==> src/rtl/camac_dataway_sequencer_pkg.sv <==
// Shared encodings for the CAMAC dataway sequencer: command types, F-code ranges,
// station limit and FSM state encoding.
package camac_dataway_sequencer_pkg;

    typedef enum logic [1:0] {
        CMD_NAF  = 2'd0,
        CMD_Z    = 2'd1,
        CMD_C    = 2'd2,
        CMD_RSVD = 2'd3
    } cmd_type_e;

    localparam logic [4:0] F_READ_MAX  = 5'd7;
    localparam logic [4:0] F_WRITE_MIN = 5'd16;
    localparam logic [4:0] F_WRITE_MAX = 5'd23;
    localparam logic [5:0] N_MAX       = 6'd24;

    localparam int TIMER_W = 8;

    typedef enum logic [2:0] {
        ST_IDLE,
        ST_SETUP,
        ST_STROBE1,
        ST_GAP,
        ST_STROBE2,
        ST_HOLD
    } state_e;

    function automatic logic cmd_rejected(input logic [1:0] t, input logic [5:0] n);
        return (t == CMD_RSVD) || ((t == CMD_NAF) && ((n == 6'd0) || (n > N_MAX)));
    endfunction

endpackage

==> src/rtl/camac_dataway_sequencer_if.sv <==
// Command/response handshake between the serial command decoder (master)
// and the dataway sequencer (slave).
interface camac_dataway_sequencer_if #(parameter int DATA_W = 24);

    logic              cmd_valid;
    logic              cmd_ready;
    logic [1:0]        cmd_type;
    logic [5:0]        cmd_n;
    logic [4:0]        cmd_f;
    logic [3:0]        cmd_a;
    logic [DATA_W-1:0] cmd_wdata;
    logic              rsp_valid;
    logic              rsp_ready;
    logic [DATA_W-1:0] rsp_rdata;
    logic              rsp_x;
    logic              rsp_q;
    logic              rsp_err;

    modport master (
        output cmd_valid, cmd_type, cmd_n, cmd_f, cmd_a, cmd_wdata, rsp_ready,
        input  cmd_ready, rsp_valid, rsp_rdata, rsp_x, rsp_q, rsp_err
    );

    modport slave (
        input  cmd_valid, cmd_type, cmd_n, cmd_f, cmd_a, cmd_wdata, rsp_ready,
        output cmd_ready, rsp_valid, rsp_rdata, rsp_x, rsp_q, rsp_err
    );

endinterface

==> src/rtl/camac_dataway_sequencer_phase_timer.sv <==
// Loadable down counter with zero flag; one instance times every dataway phase.
// Load wins over decrement; the counter parks at zero.
module camac_phase_timer #(
    parameter int W = 8
) (
    input  logic         clk,
    input  logic         rst,
    input  logic         load,
    input  logic [W-1:0] load_val,
    output logic         zero
);

    logic [W-1:0] cnt;

    always_ff @(posedge clk) begin
        if (rst) begin
            cnt <= '0;
        end else if (load) begin
            cnt <= load_val;
        end else if (cnt != '0) begin
            cnt <= cnt - W'(1);
        end
    end

    assign zero = (cnt == '0);

endmodule

==> src/rtl/camac_dataway_sequencer.sv <==
// Runs one CAMAC dataway cycle (NAF, Z or C) per accepted command with fixed phase
// timing, captures X/Q/R, and returns a response held until rsp_ready.
module camac_dataway_sequencer
    import camac_dataway_sequencer_pkg::*;
#(
    parameter int T_SETTLE = 10,
    parameter int T_S1     = 10,
    parameter int T_GAP    = 5,
    parameter int T_S2     = 5,
    parameter int T_HOLD   = 10,
    parameter int DATA_W   = 24
) (
    input  logic                      clk,
    input  logic                      rst,
    camac_dataway_sequencer_if.slave  bus,
    input  logic                      inhibit_set,
    output logic                      lam_status,
    output logic [5:0]                camac_n,
    output logic [4:0]                camac_f,
    output logic [3:0]                camac_a,
    output logic [DATA_W-1:0]         camac_w,
    input  logic [DATA_W-1:0]         camac_r,
    input  logic                      camac_x,
    input  logic                      camac_q,
    input  logic                      camac_l,
    output logic                      camac_b,
    output logic                      camac_s1,
    output logic                      camac_s2,
    output logic                      camac_z,
    output logic                      camac_c,
    output logic                      camac_i
);

    localparam logic [TIMER_W-1:0] TV_SETTLE = TIMER_W'(T_SETTLE - 1);
    localparam logic [TIMER_W-1:0] TV_S1     = TIMER_W'(T_S1 - 1);
    localparam logic [TIMER_W-1:0] TV_GAP    = TIMER_W'(T_GAP - 1);
    localparam logic [TIMER_W-1:0] TV_S2     = TIMER_W'(T_S2 - 1);
    localparam logic [TIMER_W-1:0] TV_HOLD   = TIMER_W'(T_HOLD - 1);

    state_e              state, state_n;
    logic                go, lat_err;
    logic [1:0]          lat_type;
    logic [5:0]          lat_n;
    logic [4:0]          lat_f;
    logic [3:0]          lat_a;
    logic [DATA_W-1:0]   lat_w;
    logic                lam_meta;
    logic                tmr_load, tmr_zero;
    logic [TIMER_W-1:0]  tmr_val;
    logic                accept, is_naf, is_write, capture, finish;
    logic                active_n, rsp_valid_n, cmd_ready_n;

    camac_phase_timer #(.W(TIMER_W)) u_timer (
        .clk      (clk),
        .rst      (rst),
        .load     (tmr_load),
        .load_val (tmr_val),
        .zero     (tmr_zero)
    );

    assign accept   = bus.cmd_valid && bus.cmd_ready;
    assign is_naf   = (lat_type == CMD_NAF);
    assign is_write = (bus.cmd_type == CMD_NAF) &&
                      (bus.cmd_f >= F_WRITE_MIN) && (bus.cmd_f <= F_WRITE_MAX);

    // The accept edge only latches the command; the bus cycle starts one edge later.
    always_comb begin
        state_n  = state;
        tmr_load = 1'b0;
        tmr_val  = '0;
        case (state)
            ST_IDLE:    if (go && !lat_err) begin state_n = ST_SETUP;   tmr_load = 1'b1; tmr_val = TV_SETTLE; end
            ST_SETUP:   if (tmr_zero)       begin state_n = ST_STROBE1; tmr_load = 1'b1; tmr_val = TV_S1;     end
            ST_STROBE1: if (tmr_zero)       begin state_n = ST_GAP;     tmr_load = 1'b1; tmr_val = TV_GAP;    end
            ST_GAP:     if (tmr_zero)       begin state_n = ST_STROBE2; tmr_load = 1'b1; tmr_val = TV_S2;     end
            ST_STROBE2: if (tmr_zero)       begin state_n = ST_HOLD;    tmr_load = 1'b1; tmr_val = TV_HOLD;   end
            ST_HOLD:    if (tmr_zero)       begin state_n = ST_IDLE; end
            default:    state_n = ST_IDLE;
        endcase
    end

    assign capture     = (state == ST_STROBE1) && tmr_zero && is_naf;
    assign finish      = (state == ST_HOLD) && tmr_zero;
    assign active_n    = (state_n != ST_IDLE);
    assign rsp_valid_n = (bus.rsp_valid && !bus.rsp_ready) || (go && lat_err) || finish;
    assign cmd_ready_n = !active_n && !rsp_valid_n && !accept;

    always_ff @(posedge clk) begin
        if (rst) begin
            state         <= ST_IDLE;
            go            <= 1'b0;
            lat_err       <= 1'b0;
            lat_type      <= '0;
            lat_n         <= '0;
            lat_f         <= '0;
            lat_a         <= '0;
            lat_w         <= '0;
            lam_meta      <= 1'b0;
            lam_status    <= 1'b0;
            camac_i       <= 1'b0;
            bus.cmd_ready <= 1'b1;
            bus.rsp_valid <= 1'b0;
            bus.rsp_rdata <= '0;
            bus.rsp_x     <= 1'b0;
            bus.rsp_q     <= 1'b0;
            bus.rsp_err   <= 1'b0;
            camac_b       <= 1'b0;
            camac_s1      <= 1'b0;
            camac_s2      <= 1'b0;
            camac_z       <= 1'b0;
            camac_c       <= 1'b0;
            camac_n       <= '0;
            camac_f       <= '0;
            camac_a       <= '0;
            camac_w       <= '0;
        end else begin
            state      <= state_n;
            go         <= accept;
            lam_meta   <= camac_l;
            lam_status <= lam_meta;
            camac_i    <= inhibit_set;

            if (accept) begin
                lat_type      <= bus.cmd_type;
                lat_err       <= cmd_rejected(bus.cmd_type, bus.cmd_n);
                lat_n         <= (bus.cmd_type == CMD_NAF) ? bus.cmd_n : 6'd0;
                lat_f         <= (bus.cmd_type == CMD_NAF) ? bus.cmd_f : 5'd0;
                lat_a         <= (bus.cmd_type == CMD_NAF) ? bus.cmd_a : 4'd0;
                lat_w         <= is_write ? bus.cmd_wdata : '0;
                bus.rsp_rdata <= '0;
                bus.rsp_x     <= 1'b0;
                bus.rsp_q     <= 1'b0;
                bus.rsp_err   <= 1'b0;
            end
            if (go && lat_err) begin
                bus.rsp_err <= 1'b1;
            end
            if (capture) begin
                bus.rsp_x     <= camac_x;
                bus.rsp_q     <= camac_q;
                bus.rsp_rdata <= (lat_f <= F_READ_MAX) ? camac_r : '0;
            end

            bus.rsp_valid <= rsp_valid_n;
            bus.cmd_ready <= cmd_ready_n;

            camac_b  <= active_n;
            camac_s1 <= (state_n == ST_STROBE1) && is_naf;
            camac_s2 <= (state_n == ST_STROBE2);
            camac_z  <= active_n && (lat_type == CMD_Z);
            camac_c  <= active_n && (lat_type == CMD_C);
            camac_n  <= active_n ? lat_n : '0;
            camac_f  <= active_n ? lat_f : '0;
            camac_a  <= active_n ? lat_a : '0;
            camac_w  <= active_n ? lat_w : '0;
        end
    end

endmodule

==> src/flat_wrapper.sv <==
// flat-port wrapper written by rule: the top's interface ports become plain ports
module camac_dataway_sequencer_flat import camac_dataway_sequencer_pkg::*;
#(
    parameter int T_SETTLE = 10,
    parameter int T_S1     = 10,
    parameter int T_GAP    = 5,
    parameter int T_S2     = 5,
    parameter int T_HOLD   = 10,
    parameter int DATA_W   = 24
)
  (clk, rst, inhibit_set, lam_status, camac_n, camac_f, camac_a, camac_w, camac_r, camac_x, camac_q, camac_l, camac_b, camac_s1, camac_s2, camac_z, camac_c, camac_i, bus_cmd_valid, bus_cmd_type, bus_cmd_n, bus_cmd_f, bus_cmd_a, bus_cmd_wdata, bus_rsp_ready, bus_cmd_ready, bus_rsp_valid, bus_rsp_rdata, bus_rsp_x, bus_rsp_q, bus_rsp_err);
  camac_dataway_sequencer_if #(.DATA_W(DATA_W)) bus_i ();
  input  logic clk;
  input  logic rst;
  input  logic inhibit_set;
  output logic lam_status;
  output logic [5:0] camac_n;
  output logic [4:0] camac_f;
  output logic [3:0] camac_a;
  output logic [DATA_W-1:0] camac_w;
  input  logic [DATA_W-1:0] camac_r;
  input  logic camac_x;
  input  logic camac_q;
  input  logic camac_l;
  output logic camac_b;
  output logic camac_s1;
  output logic camac_s2;
  output logic camac_z;
  output logic camac_c;
  output logic camac_i;
  input wire logic [$bits(bus_i.cmd_valid)-1:0] bus_cmd_valid;
  input wire logic [$bits(bus_i.cmd_type)-1:0] bus_cmd_type;
  input wire logic [$bits(bus_i.cmd_n)-1:0] bus_cmd_n;
  input wire logic [$bits(bus_i.cmd_f)-1:0] bus_cmd_f;
  input wire logic [$bits(bus_i.cmd_a)-1:0] bus_cmd_a;
  input wire logic [$bits(bus_i.cmd_wdata)-1:0] bus_cmd_wdata;
  input wire logic [$bits(bus_i.rsp_ready)-1:0] bus_rsp_ready;
  output wire logic [$bits(bus_i.cmd_ready)-1:0] bus_cmd_ready;
  output wire logic [$bits(bus_i.rsp_valid)-1:0] bus_rsp_valid;
  output wire logic [$bits(bus_i.rsp_rdata)-1:0] bus_rsp_rdata;
  output wire logic [$bits(bus_i.rsp_x)-1:0] bus_rsp_x;
  output wire logic [$bits(bus_i.rsp_q)-1:0] bus_rsp_q;
  output wire logic [$bits(bus_i.rsp_err)-1:0] bus_rsp_err;
  assign bus_i.cmd_valid = bus_cmd_valid;
  assign bus_i.cmd_type = bus_cmd_type;
  assign bus_i.cmd_n = bus_cmd_n;
  assign bus_i.cmd_f = bus_cmd_f;
  assign bus_i.cmd_a = bus_cmd_a;
  assign bus_i.cmd_wdata = bus_cmd_wdata;
  assign bus_i.rsp_ready = bus_rsp_ready;
  assign bus_cmd_ready = bus_i.cmd_ready;
  assign bus_rsp_valid = bus_i.rsp_valid;
  assign bus_rsp_rdata = bus_i.rsp_rdata;
  assign bus_rsp_x = bus_i.rsp_x;
  assign bus_rsp_q = bus_i.rsp_q;
  assign bus_rsp_err = bus_i.rsp_err;
  camac_dataway_sequencer #(.T_SETTLE(T_SETTLE), .T_S1(T_S1), .T_GAP(T_GAP), .T_S2(T_S2), .T_HOLD(T_HOLD), .DATA_W(DATA_W)) u_core (.clk(clk), .rst(rst), .bus(bus_i), .inhibit_set(inhibit_set), .lam_status(lam_status), .camac_n(camac_n), .camac_f(camac_f), .camac_a(camac_a), .camac_w(camac_w), .camac_r(camac_r), .camac_x(camac_x), .camac_q(camac_q), .camac_l(camac_l), .camac_b(camac_b), .camac_s1(camac_s1), .camac_s2(camac_s2), .camac_z(camac_z), .camac_c(camac_c), .camac_i(camac_i));
endmodule
==> config.mk <==
export PLATFORM = sky130hd
export DESIGN_NAME = camac_dataway_sequencer_flat
export DESIGN_NICKNAME = d
export VERILOG_FILES = /design/src/rtl/camac_dataway_sequencer_pkg.sv /design/src/rtl/camac_dataway_sequencer_if.sv /design/src/rtl/camac_dataway_sequencer_phase_timer.sv /design/src/rtl/camac_dataway_sequencer.sv /design/src/flat_wrapper.sv
export SDC_FILE = /design/constraint.sdc
export NUM_CORES = 1
export LEC_CHECK = 0
export ABC_AREA = 1
export CORE_ASPECT_RATIO = 1.1
export CORE_MARGIN = 8
export CORE_UTILIZATION = 39
export DETAILED_ROUTE_END_ITERATION = 7
export HOLD_SLACK_MARGIN = 0.03
export PLACE_DENSITY_LB_ADDON = 0.1
export SETUP_SLACK_MARGIN = 0.02
export SLEW_MARGIN = 30
export SYNTH_ARGS = -nofsm -noshare
export SYNTH_HDL_FRONTEND = slang
export SYNTH_SLANG_ARGS = --single-unit
export TNS_END_PERCENT = 10
==> constraint.sdc <==
create_clock -name clk -period 1.9 [get_ports clk]
set_clock_uncertainty 0.05 [all_clocks]
set_input_delay 0.38 -clock clk [delete_from_list [all_inputs] [get_ports clk]]
set_output_delay 0.38 -clock clk [all_outputs]
set_load 0.01 [all_outputs]
==> results of run 1 <==
-- cells by family after synthesis --
family | count (synthesis) | share of synthesized area
and+or+nand+nor | 182 | 0.1669
DFF | 130 | 0.5689
adders and majority gates | 1 | 0.002735
AOI/OAI and AO/OA | 131 | 0.1608
xor gates and xnor gates | 3 | 0.005745
buffers and inverters | 99 | 0.09491
-- stage by stage --
| stage | instance area [sq um] | utilization | TNS [ps] | instances | total power, mW |
|---|---|---|---|---|---|
| after floorplan | 4574 | - | 0 | 546 | 4.015 |
| after global placement | 6274 | 0.5484 | 0 | 830 | 4.580 |
| after detailed placement | 6274 | 0.5484 | 0 | 830 | 4.602 |
| after CTS | 6907 | 0.6037 | 0 | 862 | 8.064 |
| after global routing | 7036 | 0.6150 | -329.0 | 870 | 8.653 |
| final | 7036 | 0.6150 | 0 | 870 | 8.253 |
-- critical path, cell delays in order (launching register included) --
cell	delay, ps
dfxtp_1	320
inv_2	90
ha_4	140
nand2_1	80
nor2_4	140
buf_6	140
nand2_4	60
nor4_4	190
buf_4	180
clkbuf_16	160
nand2_1	50
a21oi_1	110
-- repair_timing --
| item | 4_1_cts | 5_1_grt |
|---|---|---|
| setup buffers | 0 | 6 |
| gates resized for setup | 0 | 10 |
| endpoints found under the setup margin | 0 | 73 |
-- synthesized netlist by cell type, types with 2 or more instances --
cell type / count
a21oi_1: 91
a21oi_2: 2
a22oi_1: 24
a31oi_1: 2
buf_2: 8
buf_6: 7
clkbuf_1: 14
dfxtp_1: 130
inv_1: 67
nand2_1: 111
nand3_1: 9
nand4_1: 2
nor2_1: 46
nor2_2: 2
nor3_1: 6
o211ai_1: 2
o21ai_0: 8
xor2_1: 2
-- layer usage --
| metal | track usage | vias to the layer above | routed length (um) |
|---|---|---|---|
| met4 | 0.05733 | 0 | 157 |
| met1 | 0.1625 | 1868 | 5027 |
| li1 | - | 2075 | - |
| met3 | 0.08786 | 15 | 1303 |
| met5 | 0 | - | 0 |
| met2 | 0.2696 | 136 | 6367 |
-- power by group --
part           switching [mW]  internal, mW
combinational            1.01         0.798
sequential              0.114          2.88
clock                    1.24          2.21
total                    2.36          5.89
-- layout by cell type, fill, tap and decap left out, types with 4 or more instances in the layout --
master	count
nor2_1	45
inv_1	65
o21ai_0	8
nand2_1	109
buf_4	14
clkbuf_16	19
dfxtp_1	130
a21oi_1	88
a22oi_1	24
nor3_1	6
clkinv_4	4
a21oi_2	5
clkdlybuf4s50_1	146
bufinv_16	4
nand3_1	9
buf_12	7
-- final cells by class --
class / instances / area [sq um]
Sequential cell: 130 / 2603
Inverter: 69 / 259.0
Clock inverter: 14 / 203.9
Timing Repair Buffer: 172 / 1784
Fill cell: 1006 / 4404
Clock buffer: 18 / 429.2
Multi-Input combinational cell: 317 / 1569
Tap cell: 150 / 187.7
-- registers in the layout (all words and copies together) (netlist names), 2 cells and up --
signal and cells:
u_core.lat_a 4, u_core.camac_n 6, u_core.lat_f 5, u_core.lat_type 2
u_core.u_timer.cnt 8, u_core.camac_f 5, u_core.lat_n 6, u_core.camac_a 4
u_core.camac_w 24, u_core.bus.rsp_rdata 24, u_core.state 3, u_core.lat_w 24
-- path summary, 6_finish.rpt --
path,end,start,slack (ps),depth (start not counted)
setup / recovery,u_core.bus.rsp_rdata[0]$_SDFFE_PP0P_,u_core.u_timer.cnt[0]$_SDFFE_PP0P_,100,11
hold / removal,u_core.lam_status$_SDFF_PP0_,u_core.lam_meta$_SDFF_PP0_,350,2
setup reg to reg,u_core.bus.rsp_rdata[0]$_SDFFE_PP0P_,u_core.u_timer.cnt[0]$_SDFFE_PP0P_,100,11
hold reg to reg,u_core.lam_status$_SDFF_PP0_,u_core.lam_meta$_SDFF_PP0_,350,2
==> results_dict.tcl, run 1 <==
set metrics [dict create \
    vias 4094 \
    dr.pass1.iters 4 \
    htree_levels 4 \
    grt_max_degree 76 \
    rows 41 \
    drtIter0Drc 225 \
    holdWs_ps 351.0 \
    drive_above_1_share 0.1056 \
    hpwl_um 8736 \
    synth_seq_cells 130 \
    root_buffer "clkbuf_16" \
    yosys.area.top_type "dfxtp_1" \
    fin_crit_ps 1797 \
    setup-violations-final 0 \
    gp_congestion 0.7833 \
    finalNetCount 781 \
    hold_violations 0 \
    period_share 0.9460 \
    max_cap_viol_count 0 \
    yosysWarnings 0 \
    worstPathArrival_ps 2090 \
    power.density_mw_per_mm2 1173 \
    synthArstFlopShare 0 \
    ys_seq_area_frac 0.5689 \
    area_growth_syn_to_layout_pct 53.80 \
    yosysUniqueCellTypes 31 \
    rsz0062_at_grt "yes" \
    critical_path.max_fanout 12 \
    slew_headroom 0.7652 \
    ir_drop_v 0.0005096 \
    cts_tree "built" \
    synth_area_sq_mm 0.004574 \
    io_pins 148 \
    final_max_slew_viol_count 0 \
    endpoint_kind "flip-flop" \
    fmax_mhz 556.3 \
    leakagePower_nw 2.605 \
    diodes 0 \
    outcome "finished, final reports clean" \
    crit_type "reg2reg" \
    worst_slew_pin_slew_ps 352.1 \
    die_h_um 129.6 \
    die_area_sq_mm 0.01545 \
    detail_route.wl_per_cell_um 14.78 \
    routed_wl_um 12860 \
    clock_latency_ps 410 \
    place_ws_ps 25.73 \
    hold_buffers 0 \
    start_util 0.3999 \
    fin_ws_ps 102.5 \
    syn_inst 546 \
    synth_flop_cell "dfxtp_1" \
    grt-ovfl-total 0 \
    synth_top_area_frac 0.5689 \
    synth_nets 620 \
    cts_made_buffers 17 \
    clockBufferDepth 2 \
    fp.dieW_um 119.3 \
    required_ps 2190 \
    synth-edff-count 0 \
    avgSynthCellArea_sq_um 8.378 \
    core_area_sq_mm 0.01144 \
    start_kind "flip-flop" \
    groute.usage.overall 0.1589 \
    grt_pass1_vias 4099 \
    drc 0 \
    synth_area_leaders "dfxtp_1 57%, a21oi_1 10%, nand2_1 9.1%, inv_1 5.5%, a22oi_1 3.9%" \
    antenna_left 0 \
    port_buffers 147 \
    cts.sinks 130 \
    grt_pass1_wl_um 19660 \
    antenna_found_initial 0 \
    min_path_type "reg2reg" \
    via_per_inst 4.706 \
    clk_pin_slew_ps 60 \
]
Note: power is estimated with default switching activity, not from simulation.
==> inputs of run 2 (changes only) <==
--- a/config.mk
+++ b/config.mk
@@ -6,11 +6,10 @@
 export NUM_CORES = 1
 export LEC_CHECK = 0
 export ABC_AREA = 1
-export CORE_ASPECT_RATIO = 1.1
 export CORE_MARGIN = 8
 export CORE_UTILIZATION = 39
 export DETAILED_ROUTE_END_ITERATION = 7
-export HOLD_SLACK_MARGIN = 0.03
+export GPL_TIMING_DRIVEN = 0
 export PLACE_DENSITY_LB_ADDON = 0.1
 export SETUP_SLACK_MARGIN = 0.02
 export SLEW_MARGIN = 30
==> results_dict.tcl, run 2 (same netlist as run 1, synthesis figures left out) <==
set metrics [dict create \
    place_ws_ps -538.4 \
    reg.largest.list "u_core.bus.rsp_rdata (24), u_core.camac_w (24), u_core.lat_w (24)" \
    start_kind "flip-flop" \
    start_util 0.4006 \
    port_buffers 147 \
    cpLargestDelayFamily "simple AND/OR/NAND/NOR gates" \
    hold-path-endpoint "u_core.lam_status$_SDFF_PP0_" \
    r2r_setup_slack_ps 50 \
    slew_headroom 0.6175 \
    crit_type "reg2reg" \
    grt-ovfl-total 0 \
    cpPeakStageDelay_ps 320 \
    critical_path.max_fanout 7 \
    fill_cells 1006 \
    final_max_slew_viol_count 0 \
    die_h_um 124.3 \
    ff2ff_path_depth 12 \
    cts_made_buffers 17 \
    worstPathArrival_ps 2140 \
    endpoint_kind "flip-flop" \
    finalNetCount 798 \
    r2r-start "u_core.u_timer.cnt[0]$_SDFFE_PP0P_" \
    io_pins 148 \
    hold_violations 0 \
    drive_above_1_share 0.1588 \
    setup-violations-final 0 \
    clock_latency_ps 410 \
    cts.sinks 130 \
    hold_start "u_core.lam_meta$_SDFF_PP0_" \
    die_area_sq_mm 0.01545 \
    grt_max_degree 17 \
    grt_pass1_vias 4222 \
    period_share 0.9747 \
    hold_buffers 0 \
    multi_input_area_sq_mm 0.001733 \
    drtIter0Drc 303 \
    ir_drop_v 0.0008120 \
    fin_ws_ps 48.09 \
    clockBufferDepth 2 \
    fmax_mhz 540.0 \
    fin_crit_ps 1852 \
    path_buf_inv 3 \
    slowest_stage "dfxtp_2" \
    dr.pass1.iters 5 \
    vias 4268 \
    mostFrequentLayoutCells "147 x clkdlybuf4s50_1, 128 x dfxtp_1, 108 x nand2_1, 64 x inv_1, 55 x a21oi_1" \
    cts_tree "built" \
    grt_pass1_wl_um 21000 \
    outcome "finished, final reports clean" \
    fp.dieW_um 124.3 \
    power.density_mw_per_mm2 1172 \
    required_ps 2190 \
    antenna_left 0 \
    drc 0 \
    diodes 0 \
    hold_path_depth 2 \
    layout_commonest_cell "clkdlybuf4s50_1" \
    max_cap_viol_count 0 \
    critical_path.cell_chain "inv_2 > ha_4 > nand2_4 > nor2_4 > buf_6 > nand2_1 > nand2_1 > nand2_2 > nand2_4 > nand3_4 > clkbuf_16 > a21oi_1" \
    min_path_type "reg2reg" \
    r2r-end "u_core.camac_w[22]$_SDFF_PP0_" \
    clk_pin_slew_ps 50 \
    leakagePower_nw 2.669 \
    root_buffer "clkbuf_16" \
    hpwl_um 9621 \
    area_growth_syn_to_layout_pct 59.41 \
    routed_wl_um 13640 \
    tns_ps 0 \
    detail_route.wl_per_cell_um 15.49 \
    antenna_found_initial 0 \
    worst_slew_pin_slew_ps 573.7 \
    via_per_inst 4.850 \
    rsz0062_at_grt "yes" \
    core_area_sq_mm 0.01142 \
    rows 39 \
    groute.usage.overall 0.1666 \
    area.sequential_sq_mm 0.002605 \
    gp_congestion 0.8645 \
    htree_levels 4 \
    critical_path_depth 12 \
]
==> run 2: metal layers <==
metal | GRT usage | routed length, um | vias to the layer above
met5 | 0 | 0 | -
met4 | 0.06520 | 196 | 0
met3 | 0.08085 | 1251 | 20
met2 | 0.2711 | 6561 | 156
met1 | 0.1830 | 5624 | 1975
li1 | - | - | 2117
==> run 2: per-stage QoR <==
stage | hold slack (ps) | cell area, sq um | util | std cells | power, mW
after floorplan | 338.3 | 4574 | - | 546 | 4.015
after global placement | 349.0 | 6225 | 0.5451 | 836 | 4.552
after detailed placement | 356.9 | 6225 | 0.5451 | 836 | 4.568
after CTS | 362.2 | 6900 | 0.6043 | 870 | 8.094
after global routing | 389.8 | 7292 | 0.6386 | 880 | 8.927
final | 360.5 | 7292 | 0.6386 | 880 | 8.548
==> run 2: power by group <==
group | internal, mW | total [mW] | switching, mW
Clock | 2.32 | 3.46 | 1.13
Sequential | 2.89 | 2.99 | 0.107
Combinational | 0.938 | 2.10 | 1.16
==> run 2: how the worst max path moves through the flow <==
| stage | end | start | slack [ps] |
|---|---|---|---|
| after floorplan | u_core.bus.rsp_rdata[22]$_SDFFE_PP0P_ | u_core.u_timer.cnt[0]$_SDFFE_PP0P_ | 230 |
| after global placement | u_core.lat_w[21]$_SDFFE_PP0P_ | bus_cmd_valid | -500 |
| after detailed placement | u_core.lat_w[20]$_SDFFE_PP0P_ | bus_cmd_valid | -540 |
| after CTS | u_core.camac_a[1]$_SDFF_PP0_ | u_core.u_timer.cnt[0]$_SDFFE_PP0P_ | -90 |
| after global routing | u_core.camac_w[14]$_SDFF_PP0_ | u_core.u_timer.cnt[0]$_SDFFE_PP0P_ | -30 |
| final | u_core.camac_w[22]$_SDFF_PP0_ | u_core.u_timer.cnt[0]$_SDFFE_PP0P_ | 50 |
==> run 2: final cells by class <==
class	count	area share
sequential	130	0.3572
timing repair buffer	159	0.2260
buffer	29	0.03089
clock inverter	10	0.02111
clock buffer	22	0.06640
multi-input combinational	318	0.2376
inverter	69	0.03620
tap	143	0.02454
==> run 2: tightest hold or removal path: cells and delay by family, from the launching register on <==
| kind | cells | cell delay (ps) |
|---|---|---|
| flip-flops | 1 | 290 |
| buffers and inverters | 1 | 50 |
| AND/OR/NAND/NOR | 1 | 30 |
==> run 2: what timing repair did <==
action,in CTS,in global routing
gates cloned,0,5
gates resized for setup,8,67
buffers inserted,2,6
setup endpoints to repair,82,88
pin swaps,1,10
==> inputs of run 3 (changes only) <==
--- a/config.mk
+++ b/config.mk
@@ -6,7 +6,7 @@
 export NUM_CORES = 1
 export LEC_CHECK = 0
 export ABC_AREA = 1
-export CORE_MARGIN = 8
+export CORE_MARGIN = 2
 export CORE_UTILIZATION = 39
 export DETAILED_ROUTE_END_ITERATION = 7
 export GPL_TIMING_DRIVEN = 0
==> results_dict.tcl, run 3 (same netlist as run 1, synthesis figures left out) <==
set metrics [dict create \
    endpoint_kind "flip-flop" \
    max_cap_viol_count 0 \
    fmax_mhz 526.2 \
    groute.usage.overall 0.1936 \
    start_kind "flip-flop" \
    io_pins 148 \
    power.density_mw_per_mm2 1176 \
    hold_buffers 0 \
    crit_type "reg2reg" \
    fin_crit_ps 1901 \
    outcome "complete, but fails checks" \
    via_per_inst 4.806 \
    dp_cells 836 \
    clk_pin_slew_ps 60 \
    final_max_slew_viol_count 0 \
    drtIter0Drc 166 \
    clock_latency_ps 410 \
    worst_slew_pin_slew_ps 528.3 \
    rows 39 \
    cts.sinks 130 \
    gp_congestion 0.8225 \
    mostFrequentLayoutCells "147 x clkdlybuf4s50_1, 127 x dfxtp_1, 106 x nand2_1, 66 x a21oi_1, 65 x inv_1" \
    ir_drop_v 0.0005725 \
    antenna_left 0 \
    slew_headroom 0.6478 \
    die_h_um 112.3 \
    fill_cells 967 \
    min_path_type "reg2reg" \
    rsz0062_at_grt "yes" \
    drive_above_1_share 0.1611 \
    reg.largest.list "u_core.bus.rsp_rdata (24), u_core.camac_w (24), u_core.lat_w (24)" \
    start_util 0.4006 \
    hold_violations 0 \
    core_area_sq_mm 0.01142 \
    grt_pass1_vias 4063 \
    fin_ws_ps -0.5709 \
    setup-violations-final 1 \
    area_growth_syn_to_layout_pct 60.18 \
    htree_levels 4 \
    drc 0 \
    total_power_mw 8.616 \
    violations "setup timing" \
    port_buffers 147 \
    die_area_sq_mm 0.01261 \
    grt_pass1_wl_um 19240 \
    required_ps 2190 \
    fp.dieW_um 112.3 \
    grt_max_degree 17 \
    layout_commonest_cell "clkdlybuf4s50_1" \
    dr.pass1.iters 4 \
    grt-ovfl-total 0 \
    routed_wl_um 12630 \
    root_buffer "clkbuf_16" \
    critical_path.max_fanout 10 \
    detail_route.wl_per_cell_um 14.22 \
    post-route-util 0.6417 \
    clockBufferDepth 2 \
    cts_made_buffers 17 \
    hpwl_um 8634 \
    antenna_found_initial 0 \
    period_share 1.000 \
    holdWs_ps 362.8 \
    vias 4268 \
    leakagePower_nw 2.717 \
    finalNetCount 806 \
    place_ws_ps -562.0 \
    worstPathArrival_ps 2190 \
    diodes 0 \
    cts_tree "built" \
    final_cell_count_no_fill 888 \
]
## run 3: power breakdown
part / switching [mW] / total, mW / internal [mW]
clock network: 1.20 / 3.52 / 2.32
logic: 1.15 / 2.11 / 0.956
registers: 0.102 / 2.99 / 2.89
total: 2.45 / 8.62 / 6.16
## run 3: worst paths after layout
kind / cells after the start / start / endpoint / slack, ps
worst max-delay path: 12 / u_core.u_timer.cnt[0]$_SDFFE_PP0P_ / u_core.camac_w[15]$_SDFF_PP0_ / -0.6
worst min-delay path: 2 / u_core.lam_meta$_SDFF_PP0_ / u_core.lam_status$_SDFF_PP0_ / 360
worst max register to register: 12 / u_core.u_timer.cnt[0]$_SDFFE_PP0P_ / u_core.camac_w[15]$_SDFF_PP0_ / -0.6
worst min register to register: 2 / u_core.lam_meta$_SDFF_PP0_ / u_core.lam_status$_SDFF_PP0_ / 360
## run 3: worst max-delay path, cell delays in order (launching register included)
cell and delay (ps):
dfxtp_2 320, inv_2 80, ha_4 140, nand2_2 60, nor2_4 100, buf_4 130
nand2_1 70, nand2_2 100, nand4_1 150, nand2_2 140, clkinv_4 120, buf_8 180
a21oi_1 160
## run 3: routing by layer
layer,share of wire,vias up,GRT usage
li1,-,2130,-
met3,0.087,20,0.08315
met1,0.41,1962,0.2209
met4,0.020,0,0.08618
met5,0,-,0
met2,0.48,156,0.3165
## run 3: through the flow
step           instance area (sq um)  TNS, ps
2_1_floorplan                   4574        0
3_3_place_gp                    6225   -23880
3_5_place_dp                    6225   -26650
4_1_cts                         6947        0
5_1_grt                         7327    -1173
6_report                        7327  -0.5709
## run 3: layout make-up
class | instances | area [sq um] | area share
sequential | 130 | 2606 | 0.3557
clock inverter | 14 | 211.5 | 0.02886
multi-input combinational | 318 | 1689 | 0.2305
timing repair buffer | 166 | 1705 | 0.2328
clock buffer | 18 | 429.2 | 0.05857
buffer | 30 | 240.2 | 0.03279
inverter | 69 | 266.5 | 0.03637
tap | 143 | 178.9 | 0.02442
## run 3: repair_timing
item,4_1_cts,5_1_grt
setup endpoints to repair,82,97
pin swaps,1,11
resized for setup,15,58
setup buffers,5,7
gates cloned,0,8
==> RTL edit, RTL diff (config.mk and constraints of run 3) <==
`DATA_W` is set to 24 in 3 places; all go to 12.
--- a/src/rtl/camac_dataway_sequencer_if.sv
+++ b/src/rtl/camac_dataway_sequencer_if.sv
@@ -1,6 +1,6 @@
 // Command/response handshake between the serial command decoder (master)
 // and the dataway sequencer (slave).
-interface camac_dataway_sequencer_if #(parameter int DATA_W = 24);
+interface camac_dataway_sequencer_if #(parameter int DATA_W = 12);
 
     logic              cmd_valid;
     logic              cmd_ready;
--- a/src/rtl/camac_dataway_sequencer.sv
+++ b/src/rtl/camac_dataway_sequencer.sv
@@ -8,7 +8,7 @@
     parameter int T_GAP    = 5,
     parameter int T_S2     = 5,
     parameter int T_HOLD   = 10,
-    parameter int DATA_W   = 24
+    parameter int DATA_W   = 12
 ) (
     input  logic                      clk,
     input  logic                      rst,
--- a/src/flat_wrapper.sv
+++ b/src/flat_wrapper.sv
@@ -6,7 +6,7 @@
     parameter int T_GAP    = 5,
     parameter int T_S2     = 5,
     parameter int T_HOLD   = 10,
-    parameter int DATA_W   = 24
+    parameter int DATA_W   = 12
 )
   (clk, rst, inhibit_set, lam_status, camac_n, camac_f, camac_a, camac_w, camac_r, camac_x, camac_q, camac_l, camac_b, camac_s1, camac_s2, camac_z, camac_c, camac_i, bus_cmd_valid, bus_cmd_type, bus_cmd_n, bus_cmd_f, bus_cmd_a, bus_cmd_wdata, bus_rsp_ready, bus_cmd_ready, bus_rsp_valid, bus_rsp_rdata, bus_rsp_x, bus_rsp_q, bus_rsp_err);
   camac_dataway_sequencer_if #(.DATA_W(DATA_W)) bus_i ();
Interface: changed (resized bus_cmd_wdata, bus_rsp_rdata, camac_r and camac_w); port bits go from 148 to 100. The function was not compared with the original's and may differ.
==> RTL edit against run 3 <==
  * Non-clock buffer count decreased by 67
  * Global-route usage decreased by 1.3 points
  * Routed wire length decreased by 31%
  * Synthesized cell count decreased by 23%
  * Power decreased by 42%
  * Design area decreased by 33%
  * Clock power decreased by 65%
  * Worst setup slack improved by 0.065 ns
  * Sequential cell count decreased by 36
  * Synthesized area decreased by 23%
==> RTL edit: results (changes against run 3) <==
stage	metric	value	unit	change
run_status	status	finished clean		was complete, but fails checks
pwr	p_leak	1.82	nW	was 2.72 nW
detailed_routing	wirelength	8750	um	was 12600 um
sta	slew_headroom	60.7	%	was 64.8%
clocking	cts_htree_levels	3		was 4
yosys	syn-num-nets	468		was 620
finish	nNetsFinal	587		was 806
global_routing	use_met3	6.60	%	was 8.32%
critical_path	max_stage_delay	0.36	ns	was 0.32 ns
clocking	cts_root_buffer	clkbuf_8		was clkbuf_16
global_routing	use_met2	28.0	%	was 31.6%
global_routing	grt_pass1_vias	2926		was 4063
finish	drive_gt1_share	14.9	%	was 16.1%
critical_path	crit_fanout	6		was 10
detailed_routing	drtPass1Iterations	5		was 4
detailed_routing	drt_first_iter_violations	105		was 166
yosys	synth_area_per_cell	8.40	um2	was 8.38 um2
critical_path	arrival	2.07	ns	was 2.19 ns
critical_path	reg2reg_depth	10		was 12
clocking	path_clk_slew	0.09	ns	was 0.06 ns
detailed_routing	vias	3075		was 4268
placed_design	dpl_cell_area	4630	um2	was 6220 um2
yosys	netlist-cell-type-count	32		was 31
yosys	synth_xor_area_share	0.748	%	was 0.574%
yosys	synth_compound_area_share	16.6	%	was 16.1%
placed_design	gp_congestion	0.893		was 0.823
critical_path	critPathSlowestCell	nor4_4		was dfxtp_2
clocking	cts_buffers	9		was 17
==> RTL edit: per-layer routing <==
metal	routed length, um	vias to the layer above
li1	-	1569
met1	4010	1400
met2	3940	93
met3	672	13
met4	133	0
met5	0	-
==> RTL edit: power by group <==
part | leakage, nW | internal (mW) | switching (mW)
clock | 0.0856 | 0.493 | 0.732
sequential | 0.762 | 2.12 | 0.101
combinational | 0.971 | 0.685 | 0.905
total | 1.82 | 3.30 | 1.74
==> RTL edit: repair_timing <==
| item | CTS | global route |
|---|---|---|
| setup buffers | 0 | 9 |
| gates cloned | 0 | 1 |
| pin swaps | 1 | 5 |
| endpoints found under the setup margin | 26 | 64 |
| resized for setup | 2 | 16 |
==> RTL edit: logic make-up (layout without fill, tap and decap cells) <==
group	count (synthesis)	in the layout
buf+inv	79	203
fa+ha+maj	1	1
flops	94	94
xor+xnor	3	3
compound gates	93	93
simple gates	148	148
==> RTL edit: worst min-delay path, stage by stage, from the launching register on <==
cell and delay, ns:
dfxtp_1 0.31, inv_1 0.04, nor2_1 0.03
==> RTL edit: through the flow <==
step	TNS [ns]	hold slack, ns	power [mW]	util [%]
6_report	0	0.365	5.03	56.4
5_1_grt	-0.123	0.383	5.34	56.4
4_1_cts	0	0.367	4.88	55.2
3_5_place_dp	-9.13	0.357	3.66	53.1
3_3_place_gp	-9.06	0.340	3.63	53.1
2_1_floorplan	0	0.338	3.21	-
==> RTL edit: layout make-up <==
cell class / instances / area (um2)
inverter: 58 / 218
clock inverter: 5 / 45.0
clock buffer: 11 / 131
sequential: 94 / 1880
fill: 809 / 3800
buffer: 21 / 140
timing repair buffer: 108 / 1060
tap: 108 / 135
multi-input combinational: 245 / 1310
==> RTL edit: path summary, 6_finish.rpt <==
kind | startpoint | endpoint | slack, ns
setup / recovery | u_core.u_timer.cnt[0] | u_core.bus.rsp_rdata[10] | 0.06
hold / removal | u_core.lam_meta | u_core.lam_status | 0.37
hold reg to reg | u_core.lam_meta | u_core.lam_status | 0.37
setup reg to reg | u_core.u_timer.cnt[0] | u_core.bus.rsp_rdata[10] | 0.06
